## src/rtl/ram_stream_reader.sv

```systemverilog
// Paced sequential reader: walks a window of a sync-read RAM and streams each word out on valid/ready.
// Latency: start edge -> READ -> LATCH -> out_valid; handshake -> TICK_DIV pace cycles -> READ -> LATCH -> out_valid.
// Backpressure: out_valid/out_data hold in SEND until out_ready; stop aborts from any busy state.
// Option: define RAM_STREAM_NUL_STOP_EN to treat a zero word read from RAM as an end-of-stream terminator.
module ram_stream_reader #(
    parameter int WIDTH     = 8,
    parameter int DEPTH     = 1024,
    parameter int ADDR_BITS = $clog2(DEPTH),
    parameter int TICK_DIV  = 262144
) (
    input  logic                 clk,
    input  logic                 reset,
    input  logic                 start,
    input  logic                 stop,
    input  logic                 loop,
    input  logic [ADDR_BITS-1:0] base_addr,
    input  logic [ADDR_BITS:0]   length,
    output logic [ADDR_BITS-1:0] raddr,
    input  logic [WIDTH-1:0]     rdata,
    output logic                 out_valid,
    output logic [WIDTH-1:0]     out_data,
    input  logic                 out_ready,
    output logic                 busy,
    output logic                 done
);

    typedef enum logic [2:0] {
        S_IDLE,
        S_READ,
        S_LATCH,
        S_SEND,
        S_PACE
    } state_t;

    // Pace counter runs 0..TICK_DIV-1; keep at least one bit so the build is legal with no pacing.
    localparam int PACE_BITS = (TICK_DIV > 1) ? $clog2(TICK_DIV) : 1;
    localparam logic [PACE_BITS-1:0] PACE_LAST = (TICK_DIV > 0) ? PACE_BITS'(TICK_DIV - 1) : '0;
    localparam logic [ADDR_BITS-1:0] ADDR_LAST = ADDR_BITS'(DEPTH - 1);
    localparam logic [ADDR_BITS-1:0] ADDR_ONE  = ADDR_BITS'(1);
    localparam logic [ADDR_BITS:0]   ONE_WORD  = (ADDR_BITS + 1)'(1);
    localparam state_t AFTER_SEND = (TICK_DIV > 0) ? S_PACE : S_READ;

    state_t                 state, state_n;
    logic [ADDR_BITS-1:0]   addr, addr_n;
    logic [ADDR_BITS-1:0]   base_q, base_n;
    logic [ADDR_BITS:0]     len_q, len_n;
    logic                   loop_q, loop_n;
    logic [ADDR_BITS:0]     remaining, remaining_n;
    logic [PACE_BITS-1:0]   pace_cnt, pace_n;
    logic                   valid_n;
    logic [WIDTH-1:0]       data_n;
    logic                   done_n;
    logic [ADDR_BITS-1:0]   addr_inc;

    // The address register drives the RAM directly, so rdata is ready in LATCH.
    assign raddr = addr;
    assign busy  = (state != S_IDLE);

    // Next address with wrap at DEPTH-1 (DEPTH need not be a power of two).
    assign addr_inc = (addr == ADDR_LAST) ? '0 : addr + ADDR_ONE;

    // Next-state and datapath decisions; stop overrides everything once busy.
    always_comb begin
        state_n     = state;
        addr_n      = addr;
        base_n      = base_q;
        len_n       = len_q;
        loop_n      = loop_q;
        remaining_n = remaining;
        pace_n      = pace_cnt;
        valid_n     = out_valid;
        data_n      = out_data;
        done_n      = 1'b0;

        case (state)
            S_IDLE: begin
                if (start && !stop) begin
                    base_n = base_addr;
                    len_n  = length;
                    loop_n = loop;
                    if (length == '0) begin
                        done_n = 1'b1;
                    end else begin
                        addr_n      = base_addr;
                        remaining_n = length;
                        state_n     = S_READ;
                    end
                end
            end
            S_READ: begin
                state_n = S_LATCH;
            end
            S_LATCH: begin
`ifdef RAM_STREAM_NUL_STOP_EN
                if (rdata == '0) begin
                    done_n  = 1'b1;
                    state_n = S_IDLE;
                end else begin
                    data_n  = rdata;
                    valid_n = 1'b1;
                    state_n = S_SEND;
                end
`else
                data_n  = rdata;
                valid_n = 1'b1;
                state_n = S_SEND;
`endif
            end
            S_SEND: begin
                if (out_valid && out_ready) begin
                    valid_n = 1'b0;
                    pace_n  = '0;
                    if (remaining == ONE_WORD) begin
                        if (loop_q) begin
                            addr_n      = base_q;
                            remaining_n = len_q;
                            state_n     = AFTER_SEND;
                        end else begin
                            done_n  = 1'b1;
                            state_n = S_IDLE;
                        end
                    end else begin
                        addr_n      = addr_inc;
                        remaining_n = remaining - ONE_WORD;
                        state_n     = AFTER_SEND;
                    end
                end
            end
            S_PACE: begin
                if (pace_cnt == PACE_LAST) begin
                    pace_n  = '0;
                    state_n = S_READ;
                end else begin
                    pace_n = pace_cnt + 1'b1;
                end
            end
            default: begin
                state_n = S_IDLE;
                valid_n = 1'b0;
            end
        endcase

        // Abort: a word handshaken on this same edge is already consumed, so dropping valid is enough.
        if (stop && (state != S_IDLE)) begin
            state_n = S_IDLE;
            valid_n = 1'b0;
            done_n  = 1'b0;
        end
    end

    // State and datapath registers.
    always_ff @(posedge clk or posedge reset) begin
        if (reset) begin
            state     <= S_IDLE;
            addr      <= '0;
            base_q    <= '0;
            len_q     <= '0;
            loop_q    <= 1'b0;
            remaining <= '0;
            pace_cnt  <= '0;
            out_valid <= 1'b0;
            out_data  <= '0;
            done      <= 1'b0;
        end else begin
            state     <= state_n;
            addr      <= addr_n;
            base_q    <= base_n;
            len_q     <= len_n;
            loop_q    <= loop_n;
            remaining <= remaining_n;
            pace_cnt  <= pace_n;
            out_valid <= valid_n;
            out_data  <= data_n;
            done      <= done_n;
        end
    end

endmodule
```

## config.mk

```make
export PLATFORM = sky130hd
export DESIGN_NAME = ram_stream_reader
export DESIGN_NICKNAME = d
export VERILOG_FILES = /design/src/rtl/ram_stream_reader.sv
export SDC_FILE = /design/constraint.sdc
export NUM_CORES = 1
export LEC_CHECK = 0
export ABC_AREA = 1
export CAP_MARGIN = 5
export CORE_ASPECT_RATIO = 0.7
export CORE_MARGIN = 5
export CORE_UTILIZATION = 51
export DETAILED_ROUTE_END_ITERATION = 8
export PLACE_DENSITY = 0.87
export SLEW_MARGIN = 20
export SYNTH_ARGS = -nofsm -noshare
export SYNTH_HDL_FRONTEND = slang
export SYNTH_SLANG_ARGS = --single-unit
```

## constraint.sdc

```tcl
create_clock -name clk -period 2.2 [get_ports clk]
set_input_delay 0.33 -clock clk [delete_from_list [all_inputs] [get_ports clk]]
set_output_delay 0.33 -clock clk [all_outputs]
set_load 0.01 [all_outputs]
```

Word-level counts from Yosys, hierarchy flattened
Cells that the tools add are included.
{"block": "word_totals", "wordCells": 78, "register_bits": 74, "output_inout_bits": 21, "inputBits": 35}
{"block": "classes", "eq_ne": 16, "reduce_logical": 15, "n_mux": 34, "n_addsub": 3}
{"op": "2-to-1 mux 10 bit", "n": 6}
{"op": "2-to-1 mux 11 bit", "n": 5}
{"op": "2-to-1 mux 18 bit", "n": 2}
{"op": "one-hot mux 18 bit (2 select lines)", "n": 1}
{"op": "one-hot mux 11 bit (2 select lines)", "n": 1}
{"op": "2-to-1 mux 3 bit", "n": 7}
{"op": "one-hot mux 10 bit (2 select lines)", "n": 1}
{"op": "adder 18 x 1 -> 18 bit, second input constant", "n": 1}
{"op": "equality test 18 bit, second input constant", "n": 1}
{"op": "!= test 3 bit, second input constant", "n": 5}
{"op": "one-hot mux 3 bit (5 select lines)", "n": 1}
{"op": "equality test 11 x 1 -> 1 bit, second input constant", "n": 1}
{"op": "logical NOT 11 bit", "n": 1}
{"op": "subtractor 11 x 1 -> 11 bit, second input constant", "n": 1}
{"op": "adder 10 x 1 -> 10 bit, second input constant", "n": 1}
{"op": "equality test 10 bit, second input constant", "n": 1}
{"op": "2-to-1 mux 1 bit", "n": 8}
{"op": "equality test 3 x 2 -> 1 bit, second input constant", "n": 2}
{"op": "!= test 2 bit, second input constant", "n": 3}
{"op": "AND reduction 2 bit", "n": 3}
{"op": "AND reduction 5 bit", "n": 1}
{"op": "AND reduction 4 bit", "n": 1}
{"op": "nonzero test 2 bit", "n": 2}
{"op": "equality test 3 x 1 -> 1 bit, second input constant", "n": 1}
{"op": "other kinds (9)", "n": 11}

Depth between registers and ports, before layout
Gate-level depths: netlist (run 1).
{"block": "depth", "depth_word": 5, "mapped_depth": 12, "depth_no_buf": 12}

Least setup slack after synthesis (run 1)
No wires, ideal clock.
{"block": "synth_path", "path_kind": "register to register", "startpoint": "reg remaining[1]", "endpoint": "reg remaining[5]", "path_buffers": 1, "setup_slack_ps": 655, "required_time_ps": 2083, "path_stages_with_launch": 11, "period_less_slack_ps": 1545, "arrival_ps": 1429, "setup_time_ps": 117, "path_cell_list": "dfrtp_1 > inv_1 > ha_1 > inv_1 > nor2_1 > nand4_4 > nand2_4 > inv_2 > buf_6 > nor2_1 > nor2_1"}
{"block": "synth_via", "elab_chain_len": 4, "word_cells_on_any_way": 7, "classes_between": "add/sub (1); eq/ne (2); mux (3); reduce/logical (1)"}
{"item": "start, declared", "line_no": "48", "source": "logic [ADDR_BITS:0] remaining, remaining_n;"}
{"item": "start signal, assigned", "line_no": "170", "source": "remaining <= remaining_n;"}
{"item": "subtractor 11 x 1 -> 11 bit / equality test 11 x 1 -> 1 bit (equally long branches)", "line_no": "124, 113"}
{"item": "2-to-1 mux 11 bit", "line_no": "113", "source": "if (remaining == ONE_WORD) begin"}
{"item": "2-to-1 mux 11 bit", "line_no": "110", "source": "if (out_valid && out_ready) begin"}
{"item": "one-hot mux 11 bit (2 select lines)", "line_no": "75", "source": "case (state)"}
Parallel ways exist; a longest one is shown, timed or not. The select of a mux whose other input is x is not followed.
A chain may end at the register's enable or synchronous reset.

Final worst setup path (run 1)
Ends and elaborated chain as after synthesis.

==> impl_metrics.yaml, run 1 <==
clock_network:
  cts_num_sinks: 74
  clock_tree_from_tritoncts: "done"
  clockRootBuffer: "clkbuf_16"
  clock_pin_transition_on_the_worst_setup_and_hold_timing_paths_ps: 60
  clk_latency_ps: 340
  clk_path_buf_depth: 2
  postCtsResizedCells: 0
  ctsHoldBuffers: 0
  cts_inserted_buffers: 9
  setup_bufs_post_cts: 0
  htree_levels: 3
critical_path:
  worst-endpoint-required_ps: 2430
  arrival_ps: 2200
  critPathMaxFanout: 20
  end_kind: "flop"
  critical_path.top_delay_family: "simple AND/OR/NAND/NOR gates"
  timing.critical_path.from_type: "flop"
  timing.critical_path.mode_cell: "nor2_1"
  criticalPathCategory: "flop to flop"
  slowest_delay_ps: 400
  critPathSlowestCell: "dfrtp_1"
  cells_along_the_critical_path: "inv_1 -> ha_1 -> inv_1 -> nor2_1 -> buf_4 -> nand4_4 -> nand2_4 -> inv_2 -> nor2_1 -> nor2_1"
  cp.buffers_inverters: 4
cells_and_area:
  proportion_of_layout_cells_with_a_drive_suffix_above_1_pct: 8.33
  layout_commonest_cell: "nand2_1"
  insertedDiodeCount: 0
  layout.nets: 730
  layout_common_cells: "nand2_1 (205), nor2_1 (75), dfrtp_1 (74)"
  fin_cells: 816
  fillers: 734
  layout-area-overhead-vs-synth_pct: 22.6
global_route:
  groute.layer.met3.usage_pct: 6.97
  grt_start_max_net_pins: 75
  initial_antenna_violation_count: 0
  number_of_global_route_vias_before_repair: 4244
  grt_busiest_layer: "met2"
  globalRouteMet2Util_pct: 35.1
  globalRouteOverflowTotal: 0
  grt_usage_pct: 23.7
  groute.layer.met1.usage_pct: 33.1
  grt_pass1_wl_um: 20200
timing:
  final_min_period_over_clock_period_pct: 89.7
  setup_ws_ps: 226
  setup_tns_after_final_layout_ps: 0
  clock_skew_ps: 4.37
  achievable-frequency_ghz: 0.506
  hold_violations: 0
  slew_headroom_pct: 61.9
  timing.final.setup_violations: 0
  report.final.slew_viol_count: 0
  worst_margin_slew_ps: 567
  final.min_clock_period_ps: 1970
  grt_setup_unrepaired: "false"
floorplan:
  die_h_um: 88.1
  core_region_area_um2: 8480
  die_width_um: 122
  floorplan.initialDensity_pct: 52.4
  die-area_um2: 10700
  fp-row-count: 28
  io_pins: 56
yosys:
  synthesis.area_um2: 4440
  synth_top_area_share_pct: 41.7
  yosysTopAreaCell: "dfrtp_1"
  fraction_of_the_yosys_area_taken_by_sequential_cells_pct: 41.7
  ys_warns: 0
  syn-instance-count: 628
  syn-mean-instance-area_um2: 7.07
  ys_top_cells_by_area: "dfrtp_1 (42%), nand2_1 (17%), nor2_1 (6.3%)"
  synth_nets: 667
  ys_ff_latch: 74
  synth_cell_types: 30
routing:
  first_iter_violations: 559
  wire_per_inst_um: 14.4
  detailed_route_vias_per_instance: 5.37
  drc: 0
  via_count: 4384
  final_antenna_net_count: 0
  detail_route.first_pass.iterations: 5
  routed_wirelength_um: 11800
power:
  power_density_nw_per_um2: 1280
  power.ir.vdd_worst_mv: 0.658
  leakage_nw: 2.73
hold_path:
  worstHoldPathType: "input pin to asynchronous set/reset pin"
placed_design:
  dpl.hpwl_um: 8450
  port_buffers: 55
  detailedPlace.worstSlack_ps: 117
  finalWeightedCongestion: 0.965
  placedCellCount: 800
job:
  max_cap_viols: 0
outcome:
  run_status: "complete, no violations"
layout make-up:
| class | instances | area, um^2 | share of cell area (%) |
|---|---|---|---|
| Clock buffer | 14 | 274 | 5.03 |
| Clock inverter | 2 | 10.0 | 0.184 |
| Inverter | 76 | 289 | 5.31 |
| Multi-Input combinational cell | 463 | 2220 | 40.7 |
| Sequential cell | 74 | 1850 | 34.0 |
| Tap cell | 120 | 150 | 2.76 |
| Timing Repair Buffer | 67 | 653 | 12.0 |
registers in the layout, indices dropped and copies added, names as in the netlist:
signal,count
pace_cnt,18
len_q,11
remaining,11
base_q,10
raddr,10
out_data,8
state,3
done,1
loop_q,1
out_valid,1
power breakdown:
group	leakage (nW)	internal, mW	total, mW	switching (mW)
combinational	1.67	1.24	2.96	1.71
sequential	0.912	2.00	2.59	0.591
clock	0.143	0.853	1.40	0.550
total	2.73	4.10	6.95	2.86
through the flow:
stage,instance area [um^2],power (mW),hold WS (ps),utilization (%)
6_report,5450,6.95,460,64.2
2_1_floorplan,4440,4.45,433,-
3_3_place_gp,5160,5.37,451,60.9
5_1_grt,5450,7.51,502,64.2
4_1_cts,5450,6.94,467,64.2
3_5_place_dp,5160,5.49,455,60.9
synth_stat cells (all sizes together):
master / instances
o211ai: 1
xor2: 14
mux2: 8
nor2: 83
a21oi: 6
nand4: 14
nor3: 6
o22a: 1
nand3: 56
nand3b: 6
o22ai: 3
o21ai: 45
nand2: 211
dfrtp: 74
or2: 4
clkbuf: 3
ha: 4
xnor2: 1
inv: 76
buf: 12
worst min-delay path: cells and delay by family:
kind / cells / cell delay (ps)
buffers and inverters: 3 / 870
layer usage:
metal,routed length [um],share of wire [%]
met5,0,0
met4,230,2.0
met2,5090,43
met3,1130,9.6
met1,5320,45
path summary, 6_finish.rpt:
check,from,to,slack [ps],cells after the start
min,reset,raddr[2]$_DFFE_PP0P_,460,3
max reg2reg,remaining[1]$_DFFE_PP0P_,remaining[5]$_DFFE_PP0P_,230,10
max in group asynchronous,reset,len_q[3]$_DFFE_PP0P_,1430,3
min in group clk,len_q[8]$_DFFE_PP0P_,len_q[8]$_DFFE_PP0P_,470,2
max,remaining[1]$_DFFE_PP0P_,remaining[5]$_DFFE_PP0P_,230,10
min reg2reg,len_q[8]$_DFFE_PP0P_,len_q[8]$_DFFE_PP0P_,470,2
cells by family after synthesis:
logic type	synth area share, %
flip-flops	41.7
AO/OA/AOI/OAI	6.54
XOR/XNOR	2.96
adder cells (fa/ha/maj)	1.13
buffers and inverters	8.37
multiplexers	2.03
AND/OR/NAND/NOR	37.3
No activity file was read; power rests on OpenSTA's default activity.
==> inputs of run 2 (changes only) <==
Settings changed: CTS_CLUSTER_SIZE set to 24.
==> results of run 2 <==
Final layout, timing and power as in run 1 (identical DEF).
